File: src/rtl/fpu_arbiter.sv
// fpu_arbiter: round-robin two-requester sequencer for one shared FPUnit; FPU_ARB_TIMEOUT_EN adds a BUSY abort
module fpu_arbiter #(
  parameter int WIDTH = 32,
  parameter int TIMEOUT = 4096
) (
  input  logic             clk,
  input  logic             rst,
  input  logic [1:0]       req_valid,
  output logic [1:0]       req_ready,
  input  logic [1:0]       req_op0,
  input  logic [1:0]       req_op1,
  input  logic [WIDTH-1:0] req_a0,
  input  logic [WIDTH-1:0] req_a1,
  input  logic [WIDTH-1:0] req_b0,
  input  logic [WIDTH-1:0] req_b1,
  output logic [1:0]       rsp_valid,
  input  logic [1:0]       rsp_ready,
  output logic [WIDTH-1:0] rsp_data,
  output logic             rsp_err,
  output logic [WIDTH-1:0] fpu_a,
  output logic [WIDTH-1:0] fpu_b,
  output logic [1:0]       fpu_opcode,
  output logic             fpu_start,
  input  logic [WIDTH-1:0] fpu_s,
  input  logic             fpu_done,
  output logic             busy
);
  typedef enum logic [1:0] {IDLE, BUSY, RESP} state_t;
  state_t state_q, state_d;
  logic prio_q, prio_d, grant_q, grant_d, start_q, start_d, err_q, err_d;
  logic pick, take, fin, rsp_done, tmo;
  logic [1:0] rv_q, rv_d, op_q, op_d;
  logic [WIDTH-1:0] a_q, a_d, b_q, b_d, data_q, data_d;
`ifdef FPU_ARB_TIMEOUT_EN
  logic [15:0] cnt_q, cnt_d;
  assign tmo = cnt_q == 16'(TIMEOUT - 1);
  assign cnt_d = take ? 16'd0 : state_q == BUSY ? cnt_q + 16'd1 : cnt_q;
`else
  assign tmo = 1'b0;
`endif
  assign pick = &req_valid ? prio_q : req_valid[1];
  assign take = state_q == IDLE && |req_valid && !fpu_done && !rst;
  assign fin = state_q == BUSY && (fpu_done || tmo);
  assign rsp_done = state_q == RESP && rsp_ready[grant_q];
  assign req_ready = take ? (pick ? 2'b10 : 2'b01) : 2'b00;
  always_comb begin
    state_d = take ? BUSY : fin ? RESP : rsp_done ? IDLE : state_q;
    grant_d = take ? pick : grant_q;
    a_d = take ? (pick ? req_a1 : req_a0) : a_q;
    b_d = take ? (pick ? req_b1 : req_b0) : b_q;
    op_d = take ? (pick ? req_op1 : req_op0) : op_q;
    start_d = take | (start_q & ~fin);
    data_d = fin ? (fpu_done ? fpu_s : '0) : data_q;
    err_d = fin ? ~fpu_done : err_q;
    rv_d = fin ? (grant_q ? 2'b10 : 2'b01) : rsp_done ? 2'b00 : rv_q;
    prio_d = rsp_done ? ~grant_q : prio_q;
  end
  always_ff @(posedge clk) begin
    if (rst) begin
      state_q <= IDLE;
      prio_q <= 1'b0;
      grant_q <= 1'b0;
      start_q <= 1'b0;
      err_q <= 1'b0;
      rv_q <= 2'b00;
      op_q <= 2'b00;
      a_q <= '0;
      b_q <= '0;
      data_q <= '0;
    end else begin
      state_q <= state_d;
      prio_q <= prio_d;
      grant_q <= grant_d;
      start_q <= start_d;
      err_q <= err_d;
      rv_q <= rv_d;
      op_q <= op_d;
      a_q <= a_d;
      b_q <= b_d;
      data_q <= data_d;
    end
  end
`ifdef FPU_ARB_TIMEOUT_EN
  always_ff @(posedge clk) cnt_q <= rst ? 16'd0 : cnt_d;
`endif
  assign rsp_valid = rv_q;
  assign rsp_data = data_q;
  assign rsp_err = err_q;
  assign fpu_a = a_q;
  assign fpu_b = b_q;
  assign fpu_opcode = op_q;
  assign fpu_start = start_q;
  assign busy = state_q != IDLE;
endmodule

File: config.mk
export PLATFORM = sky130hd
export DESIGN_NAME = fpu_arbiter
export DESIGN_NICKNAME = d
export VERILOG_FILES = /design/src/rtl/fpu_arbiter.sv
export SDC_FILE = /design/constraint.sdc
export NUM_CORES = 1
export LEC_CHECK = 0
export CORE_UTILIZATION = 40
export DETAILED_ROUTE_END_ITERATION = 16
export PLACE_DENSITY = 0.82
export SETUP_SLACK_MARGIN = 0.05
export SYNTH_ARGS = -nofsm -noshare
export SYNTH_HDL_FRONTEND = slang
export SYNTH_SLANG_ARGS = --single-unit
File: constraint.sdc
create_clock -name clk -period 2.27 [get_ports clk]
set_clock_uncertainty 0.2 [all_clocks]
set_input_delay 0.454 -clock clk [delete_from_list [all_inputs] [get_ports clk]]
set_output_delay 0.454 -clock clk [all_outputs]
set_load 0.01 [all_outputs]
==> impl_metrics.yaml <==
cells_and_area:
  layout_commonest_cell: "clkdlybuf4s50_1"
  final_core_util_pct: 65.8
  synthToLayoutAreaGrowth_pct: 60.1
  final_cell_mix: "clkdlybuf4s50_1 (268), dfxtp_1 (106), a21oi_1 (102)"
  fin_nets: 980
  antenna_cells: 0
  drive_above_1_share_pct: 13.2
worst_hold_path:
  hp-class: "reg2reg"
synth:
  async_flop_share_pct: 0
  synthFlopType: "dfxtp_1"
  synthDistinctLibCells: 31
  syn_inst: 570
  synth_edf_count: 0
  yosysWarnings: 0
  ys_ff_latch: 106
  syn_nets: 741
  synth_area_sq_um: 5210
  synth_area_per_cell_sq_um: 9.14
  yosysSeqAreaShare_pct: 40.7
detailed_routing:
  wl_mm: 17.2
  routedWlPerCell_microns: 17.5
  dr.pass1.iters: 4
  drc: 0
  drt_iter0_drc: 350
  num_vias: 5435
  drt-vias-per-instance: 5.52
  antenna_left: 0
sta:
  relSlewSlack_pct: 47.0
  drv_slew: 0
  period_needed_ns: 2.16
  hold_ws_ns: 0.254
  worstMarginPinSlew_ns: 0.795
  hold_viol: 0
  rsz0062_at_grt: "false"
  finalSetupViolCount: 0
  fin_crit_sh_pct: 95.1
  max_freq_mhz: 463
floorplanning:
  die_h_microns: 116
  initial_core_util_pct: 41.1
  fp.coreArea_sq_um: 12700
  dieArea_sq_um: 13500
  boundaryPins: 276
  rows: 41
  die_width_microns: 116
grt:
  grt_usage_pct: 24.6
  grt_first_pass_wirelength_mm: 25.9
  overflow: 0
  grt_max_degree: 88
  antenna_found_initial: 0
  grt_pass1_vias: 5294
clock_tree:
  clk_pin_slew_ns: 0.06
  cts_inserted_buffers: 9
  cts_hold_buf: 0
  cts_root_buf: "clkbuf_16"
  insertion_delay_ns: 0.33
  clock_sinks: 106
  htreeDepth: 3
  clockBufferDepth: 2
  cts_tree: "built"
critical_path:
  worst-path-max-fanout: 3
  crit_type: "in2out"
  crit_arrival_ns: 1.50
  cp-end-kind: "primary output"
  cp-start-kind: "input pin"
  critPathRequiredTime_ns: 1.62
placement:
  dp_hpwl_mm: 12.0
  routabilityCongestion: 0.753
  port-buffer-count: 275
outcome:
  status: "complete, no violations"
power_and_ir_drop:
  peakVddDrop_v: 0.000354
  power.density_nw_per_um2: 590
  p_leak_nw: 2.70
run:
  maxCapViolations: 0
[what timing repair did]
item,in CTS,in global routing
setup endpoints to repair,10,1
resized for setup,12,1
setup buffers,1,0
gates cloned,0,0
pin swaps,0,0
[path summary, 6_finish.rpt]
check | depth (start not counted) | slack [ns] | start | end
max | 6 | 0.11 | fpu_done | req_ready[0]
min | 2 | 0.25 | rsp_data[18] | rsp_data[18]
max reg2reg | 4 | 0.34 | prio_q | fpu_a[22]
min reg2reg | 2 | 0.25 | rsp_data[18] | rsp_data[18]
[power breakdown]
part	switching (mW)	total [mW]	internal, mW
logic	0.561	1.24	0.678
clock network	0.676	1.64	0.960
registers	0.0642	2.04	1.98
total	1.30	4.92	3.61
[cells by family after synthesis]
group,count (synthesis),share of synthesized area (%)
flip-flops,106,40.7
AO/OA/AOI/OAI,244,35.6
multiplexers,1,0.192
buffers and inverters,73,7.23
AND/OR/NAND/NOR,146,16.2
[registers in the layout, summed over array words and instances (netlist names)]
signal	flops
fpu_a	32
fpu_b	32
fpu_opcode	2
fpu_start	1
grant_q	1
prio_q	1
rsp_data	32
rsp_err	1
rsp_valid	2
state_q	2
[synth_stat cells (all sizes together), types with 3 or more instances]
cell | instances | share of area (%)
a21oi | 102 | 9.8
a311oi | 66 | 18
and2 | 3 | 0.36
buf | 39 | 4.8
clkbuf | 32 | 2.3
dfxtp | 106 | 41
nand2 | 65 | 4.7
nand3b | 67 | 9.7
nor2 | 3 | 0.26
o21ai | 68 | 6.5
[layer usage]
layer	GRT usage [%]	vias up	wire length, microns
li1	-	2583	-
met1	27.0	2576	6640
met2	44.2	241	8610
met3	7.42	35	1500
met4	10.2	0	473
met5	0	-	0
[critical path: stages]
cell and delay (ns):
dlygate4sd2_1 0.26, o21ba_4 0.24, and2_4 0.16, buf_12 0.09
o21a_1 0.15, buf_2 0.14
[per-stage QoR]
stage               worst slack, ns  power (mW)  TNS [ns]  cell area, sq um  cells
detailed placement           -0.568        3.32    -18.70              8020    969
global placement             -0.516        3.30    -16.58              8020    969
floorplan                     0.227        2.67         0              5210    570
global route                 0.0852        5.13         0              8340    985
CTS                          0.0703        4.95         0              8340    985
finish                        0.111        4.92         0              8340    985
[area by class of cell]
type,count,area [sq um]
Fill cell,1018,4330
Timing Repair Buffer,299,2950
Multi-Input combinational cell,391,2730
Sequential cell,106,2120
Clock buffer,10,229
Tap cell,172,215
Clock inverter,5,80.1
Inverter,2,7.51
(Power assumes the default switching activity.)
